--- config.mk ---
export PLATFORM = sky130hd
export DESIGN_NAME = bnn_result_filter_flat
export DESIGN_NICKNAME = d
export VERILOG_FILES = /design/src/rtl/bnn_result_filter_pkg.sv /design/src/rtl/bnn_result_filter_if.sv /design/src/rtl/bnn_result_filter_sat_counter.sv /design/src/rtl/bnn_result_filter.sv /design/src/flat_wrapper.sv
export SDC_FILE = /design/constraint.sdc
export NUM_CORES = 1
export LEC_CHECK = 0
export BUFFER_PORTS_ARGS = -buffer_cell sky130_fd_sc_hd__buf_4
export CAP_MARGIN = 20
export CORE_ASPECT_RATIO = 1.4
export CORE_MARGIN = 1
export CORE_UTILIZATION = 45
export DETAILED_ROUTE_END_ITERATION = 10
export GPL_TIMING_DRIVEN = 0
export PLACE_DENSITY_LB_ADDON = 0.25
export REMOVE_ABC_BUFFERS = 1
export SYNTH_ARGS = -nofsm -noshare
export SYNTH_HDL_FRONTEND = slang
export SYNTH_SLANG_ARGS = --single-unit
export TNS_END_PERCENT = 20
--- constraint.sdc ---
create_clock -name clk -period 5.4 [get_ports clk]
set_clock_uncertainty 0.15 [all_clocks]
set_input_delay 1.08 -clock clk [delete_from_list [all_inputs] [get_ports clk]]
set_output_delay 1.08 -clock clk [all_outputs]
set_load 0.03 [all_outputs]
--- src/rtl/bnn_result_filter_pkg.sv ---
// bnn_result_filter_pkg: class code constants, fsm state type and input normalisation
package bnn_result_filter_pkg;
    localparam int CLASS_W = 4;
    localparam logic [CLASS_W-1:0] CLASS_NOMATCH = 4'hF;
    localparam logic [CLASS_W-1:0] CLASS_MAX = 4'd9;
    typedef enum logic [1:0] {ST_IDLE, ST_TRACK, ST_HOLD, ST_LOCK} state_t;
    function automatic logic [CLASS_W-1:0] norm_class(input logic [CLASS_W-1:0] c);
        return (c > CLASS_MAX) ? CLASS_NOMATCH : c;
    endfunction
endpackage

--- src/rtl/bnn_result_filter_if.sv ---
// bnn_result_filter_if: sample input (in_valid/in_ready/in_class) and result output (out_valid/out_ready/out_class/out_nomatch); slave = filter, master = its environment
interface bnn_result_filter_if;
    import bnn_result_filter_pkg::*;
    logic in_valid;
    logic in_ready;
    logic [CLASS_W-1:0] in_class;
    logic out_valid;
    logic out_ready;
    logic [CLASS_W-1:0] out_class;
    logic out_nomatch;
    modport slave (input in_valid, in_class, out_ready, output in_ready, out_valid, out_class, out_nomatch);
    modport master (output in_valid, in_class, out_ready, input in_ready, out_valid, out_class, out_nomatch);
endinterface

--- src/rtl/bnn_result_filter_sat_counter.sv ---
// bnn_result_filter_sat_counter: saturating up counter; ports clk, rst, clr (sync clear), inc (enable), cnt
module bnn_result_filter_sat_counter #(
    parameter int W = 8
) (
    input  logic         clk,
    input  logic         rst,
    input  logic         clr,
    input  logic         inc,
    output logic [W-1:0] cnt
);
    always_ff @(posedge clk) begin
        if (rst || clr)
            cnt <= '0;
        else if (inc && cnt != '1)
            cnt <= cnt + 1'b1;
    end
endmodule

--- src/rtl/bnn_result_filter.sv ---
// bnn_result_filter: commits a class after STABLE_N identical accepted samples; ports clk, rst, bus (sample in / result out handshakes), commit_count (saturating digit transfers)
module bnn_result_filter
    import bnn_result_filter_pkg::*;
#(
    parameter int STABLE_N = 4,
    parameter bit SUPPRESS = 1'b1,
    parameter int CNT_W = 8
) (
    input  logic               clk,
    input  logic               rst,
    bnn_result_filter_if.slave bus,
    output logic [CNT_W-1:0]   commit_count
);
    state_t st;
    logic [3:0] run;
    logic [CLASS_W-1:0] cand, c;
    logic acc, xfer, same, take, commit;
    logic [3:0] nrun;
    always_comb begin
        c = norm_class(bus.in_class);
        acc = bus.in_valid && bus.in_ready;
        xfer = bus.out_valid && bus.out_ready;
        same = c == cand;
        nrun = (st == ST_TRACK && same) ? run + 4'd1 : 4'd1;
        take = acc && !(st == ST_LOCK && same);
        commit = take && nrun == 4'(STABLE_N);
    end
    always_ff @(posedge clk) begin
        if (rst) begin
            st <= ST_IDLE;
            run <= '0;
            cand <= CLASS_NOMATCH;
            bus.in_ready <= 1'b1;
            bus.out_valid <= 1'b0;
            bus.out_class <= CLASS_NOMATCH;
            bus.out_nomatch <= 1'b0;
        end else if (take) begin
            st <= commit ? ST_HOLD : ST_TRACK;
            run <= nrun;
            cand <= c;
            bus.in_ready <= !commit;
            bus.out_valid <= commit;
            bus.out_class <= commit ? c : bus.out_class;
            bus.out_nomatch <= commit ? (c == CLASS_NOMATCH) : bus.out_nomatch;
        end else if (xfer) begin
            st <= SUPPRESS ? ST_LOCK : ST_IDLE;
            run <= '0;
            bus.in_ready <= 1'b1;
            bus.out_valid <= 1'b0;
        end
    end
    bnn_result_filter_sat_counter #(.W(CNT_W)) u_cnt (
        .clk(clk),
        .rst(rst),
        .clr(1'b0),
        .inc(xfer && !bus.out_nomatch),
        .cnt(commit_count)
    );
endmodule
--- src/flat_wrapper.sv ---
// flat-port wrapper written by rule: the top's interface ports become plain ports
module bnn_result_filter_flat import bnn_result_filter_pkg::*;
#(
    parameter int STABLE_N = 4,
    parameter bit SUPPRESS = 1'b1,
    parameter int CNT_W = 8
)
  (clk, rst, commit_count, bus_in_valid, bus_in_class, bus_out_ready, bus_in_ready, bus_out_valid, bus_out_class, bus_out_nomatch);
  bnn_result_filter_if bus_i ();
  input  logic clk;
  input  logic rst;
  output logic [CNT_W-1:0] commit_count;
  input wire logic [$bits(bus_i.in_valid)-1:0] bus_in_valid;
  input wire logic [$bits(bus_i.in_class)-1:0] bus_in_class;
  input wire logic [$bits(bus_i.out_ready)-1:0] bus_out_ready;
  output wire logic [$bits(bus_i.in_ready)-1:0] bus_in_ready;
  output wire logic [$bits(bus_i.out_valid)-1:0] bus_out_valid;
  output wire logic [$bits(bus_i.out_class)-1:0] bus_out_class;
  output wire logic [$bits(bus_i.out_nomatch)-1:0] bus_out_nomatch;
  assign bus_i.in_valid = bus_in_valid;
  assign bus_i.in_class = bus_in_class;
  assign bus_i.out_ready = bus_out_ready;
  assign bus_in_ready = bus_i.in_ready;
  assign bus_out_valid = bus_i.out_valid;
  assign bus_out_class = bus_i.out_class;
  assign bus_out_nomatch = bus_i.out_nomatch;
  bnn_result_filter #(.STABLE_N(STABLE_N), .SUPPRESS(SUPPRESS), .CNT_W(CNT_W)) u_core (.clk(clk), .rst(rst), .bus(bus_i), .commit_count(commit_count));
endmodule
**After elaboration in Yosys (flattened, before gate mapping)**

Index checks and enable logic that the tools add are counted.
W data, S select, Z words.

- Flip-flop bits (word level): 25
- Logic and storage cells: 41
- Input bits: 8
- Output and inout port bits: 15

- Reduce and logical (&&, ||, !) cells: 13
- Order comparisons: 1
- Equal/unequal tests: 6
- $add $sub $neg: 2
- Muxes and demuxes: 11

Operators by type and width:

| operator | count |
|---|---|
| $mux W4 | 4 |
| $add A8 B1 Y8 const B | 1 |
| $logic_and A1 B1 Y1 | 8 |
| $ne A8 B8 Y1 const B | 1 |
| $mux W2 | 3 |
| $add A4 B1 Y4 const B | 1 |
| $eq A4 B3 Y1 const B | 1 |
| $eq A4 B4 Y1 | 1 |
| $eq A4 B4 Y1 const B | 1 |
| $gt A4 B4 Y1 const B | 1 |
| $mux W1 | 4 |
| $logic_not A1 Y1 | 3 |
| $eq A2 B1 Y1 const B | 1 |
| $eq A2 B2 Y1 const B | 1 |
| $reduce_and A2 Y1 | 1 |
| $reduce_bool A2 Y1 | 1 |

**Longest topological paths before layout**

- Word-level depth: 9
- Gate-level depth with buffers: 8
- Gate-level depth less buffers: 7

**Modules after synthesis**

From an unflattened synthesis, not the netlist that was laid out.

- Cells, all modules: 151
- Area total of the unflattened synthesis: 1332.5 sq um

By module, submodules not included:

| module | sequential area each (sq um) | cells an instance | area an instance (sq um) | instances |
|---|---|---|---|---|
| bnn_result_filter | 340.3 | 103 | 910.9 | 1 |
| bnn_result_filter_sat_counter | 160.2 | 48 | 421.7 | 1 |

**Worst setup path before layout**

No wires, ideal clock.

- Path type: input port to flip-flop
- From: input bus_in_class[3]
- To: register u_core.bus.out_class[3]
- Path buffers: 2
- Arrival: 2454 ps
- Library setup time: 120 ps
- Stages: 7
- Path slack: 2676 ps
- Path through: buf_2 -> o311ai_1 -> o211ai_2 -> and4bb_1 -> buf_6 -> nor2b_2 -> a211o_1

- Longest elaborated chain between the ends: 8

Ends and longest elaborated chain:

| item | RTL line | text |
|---|---|---|
| start: declaration | flat_wrapper.sv:14 | `input wire logic [$bits(bus_i.in_class)-1:0] bus_in_class;` |
| $gt A4 B4 Y1 | bnn_result_filter_pkg.sv:8 | `return (c > CLASS_MAX) ? CLASS_NOMATCH : c;` |
| $mux W4 (*) | bnn_result_filter_pkg.sv:8 |  |
| $eq A4 B4 Y1 | bnn_result_filter.sv:23 | `same = c == cand;` |
| $logic_and A1 B1 Y1, on equally long branches | bnn_result_filter.sv:24, bnn_result_filter.sv:25 |  |
| $mux W4 or $logic_not A1 Y1 (tied branches) | bnn_result_filter.sv:24, bnn_result_filter.sv:25 |  |
| $eq A4 B3 Y1 or $logic_and A1 B1 Y1 (tied branches) | bnn_result_filter.sv:26, bnn_result_filter.sv:25 |  |
| $logic_and A1 B1 Y1 | bnn_result_filter.sv:26 | `commit = take && nrun == 4'(STABLE_N);` |
| $reduce_and A2 Y1 (no source line) | n/a |  |
| end signal: assignment | bnn_result_filter.sv:43 | `bus.out_class <= commit ? c : bus.out_class;` |
| end: declaration | bnn_result_filter_if.sv:11 | `modport slave (input in_valid, in_class, out_ready, output in_ready, out_valid, out_class, out_nomatch);` |

Every way passes the cells marked *; elsewhere a longest branch is shown, timed or not.
A chain may end at the register's enable or synchronous reset.

**Worst setup path in the final report**

- From: input bus_in_class[2]
- To: register u_core.bus.out_class[3]

Same word-level chain as after synthesis.

==> metrics <==
Seq/Total Area, Yosys=0.398; H-Tree Depth=1; area grow syn2layout=16.9%; initial antenna violation count=0; Peak supply drop=0.162 mV; vias in the first global route=1060; unrepaired setup endpoints after global routing=false; width of the chip=46.7 um; leakage=0.563 nW; Post-Syn Instances=148; overall global routing resource usage=0.187; pwr dens=207 mW/mm2; routed len/inst=12.2 um; final wirelength=2.50 mm; final hold slack=354 ps; Slew HR=0.575; final hold violations=0; Crit. End Element=register; layout cells sized above 1=0.201; placed wire-length estimate=1.92 mm; Post-CTS Setup Bufs=0; number of synthesized flops with an enable pin=0; Top FF cell, synth=dfxtp_1; initial core utilization=0.476; placed instance area=0.00144 mm2; nets=180; final setup fails=0; Post-CTS Hold Buffers=0; WS Path Type=primary input to register; maxcap violations=0; die area=0.00301 mm2; status=finished clean; CP Max Fanout=9; first-pass GRT wire length=4.27 mm; CTS tree=done; final worst-path cycle share=0.492; placed insts=201; # resized after CTS=0; clk slew on worst S/H paths=150 ps; # IOs=23; Root Buffer=clkbuf_4; Mean Syn Cell Area=8.50 um2; Final Max Slew Viols=0; # clock sinks=25; data arrival time of the critical path=2750 ps; CP startpoint=bus_in_class[2]; Ys Warns=0; worst-skew pair later-pin latency=320 ps; n_diodes=0; Filler cells=262; Worst EP required=5490 ps; TritonCTS Buffers=3; min Tclk post-route=2660 ps; Die Span Y=64.5 um; hold path start=u_core.bus.out_class[0]; PortBufs=22; largest net degree at the start of global routing=29; setup TNS=0 ps; Worst Tran Pin Value=633 ps; Worst Hold Class=register to register; clk buf depth=2; Synth Register Bits=25; Cell Count, Final, Fillers Out=205; Reg2Reg Launch Point=u_core.run[0]; Initial DRC Count=13; final core occ=0.556; library cells used by synthesis=46; FP Rows=22; DRC viols=0; Syn Std Cell Area=0.00126 mm2; Placer Congestion=0.762; DRT antenna net count=0; core area=0.00264 mm2; vias per std cell=5.32; DR vias=1091; Async SR Flop Fraction=0; global route total overflow=0; Pre-Repair DR Iteration Count=4; fmax=0.376 GHz; Design Area, Final=0.00147 mm2; startpoint types=primary input
[critical path, stage by stage]
cell and delay [ps]:
buf_4 140, nor4bb_1 280, o21a_1 180, o211ai_2 140, and4bb_1 580, nor2b_2 70, a211o_1 270
[cells in the mapped netlist (2+ instances only)]
cell,count,share of area
a21oi_1,12,0.048
and2_1,3,0.015
clkbuf_1,2,0.0060
dfxtp_1,25,0.40
ha_1,2,0.020
inv_1,6,0.018
inv_2,2,0.0060
mux2i_1,4,0.032
nand2_1,10,0.030
nand2b_1,5,0.025
nand3_1,6,0.024
nand3b_1,3,0.018
nor2_1,19,0.057
nor3_1,4,0.016
o21ai_0,5,0.020
o21ai_1,4,0.016
o22ai_1,2,0.0099
o311ai_1,2,0.014
xnor2_1,2,0.014
xor2_1,4,0.028
[cell usage in the layout, fill, tap and decap left out, types with 2 or more instances in the layout]
cell,count
nor2_1,19
o21ai_1,4
dfxtp_1,25
and2_1,3
nand2b_1,5
xor2_1,4
o21ai_0,5
nand3_1,6
clkbuf_4,3
a21oi_1,12
mux2i_1,4
ha_1,2
xnor2_1,2
nand2_1,10
nor3_1,4
inv_1,6
nand3b_1,3
o22ai_1,2
buf_4,22
o311ai_1,2
inv_2,2
[power breakdown]
group          internal (mW)  switching (mW)  leakage, nW
clock                 0.0283          0.0563       0.0139
combinational         0.0121          0.0173        0.346
sequential             0.187         0.00295        0.203
total                  0.228          0.0766        0.563
[cells by family after synthesis]
| logic type | after synthesis | synth area share |
|---|---|---|
| AOI/OAI and AO/OA | 38 | 0.212 |
| DFF | 25 | 0.398 |
| adders and majority gates | 2 | 0.0199 |
| and+or+nand+nor | 60 | 0.251 |
| buffers and inverters | 13 | 0.0458 |
| xor gates and xnor gates | 6 | 0.0418 |
| muxes | 4 | 0.0318 |
[path summary, 6_finish.rpt]
kind / slack, ps / cells past startpoint / endpoint
min reg2reg: 350 / 2 / u_core.bus.out_class[0]
max: 2740 / 7 / u_core.bus.out_class[3]
min: 350 / 2 / u_core.bus.out_class[0]
max reg2reg: 3150 / 6 / u_core.bus.out_class[3]
[metal layers]
metal,wire (um),GRT usage
met5,0,0
met4,38,0.0750
met3,58,0.0167
met2,1370,0.349
met1,1030,0.201
[flip-flops by register name (all words and copies together) (netlist names)]
register	count
u_core.run	4
u_core.cand	4
u_core.bus.out_class	4
u_core.st	2
u_core.bus.in_ready	1
u_core.bus.out_nomatch	1
u_core.u_cnt.cnt	8
u_core.bus.out_valid	1
[layout make-up]
class	count	area (um2)	area share
sequential	25	500	0.340
clock inverter	1	7.51	0.00511
inverter	8	30.0	0.0204
tap	36	45.0	0.0306
timing repair buffer	22	165	0.112
clock buffer	3	22.5	0.0153
multi-input combinational	110	699	0.476
[stage by stage]
stage	setup WS (ps)	power [mW]
6_report	2740	0.304
3_5_place_dp	2380	0.224
3_3_place_gp	2420	0.223
2_1_floorplan	2700	0.211
5_1_grt	2660	0.318
4_1_cts	2750	0.309
Note: power is estimated with default switching activity, not from simulation.
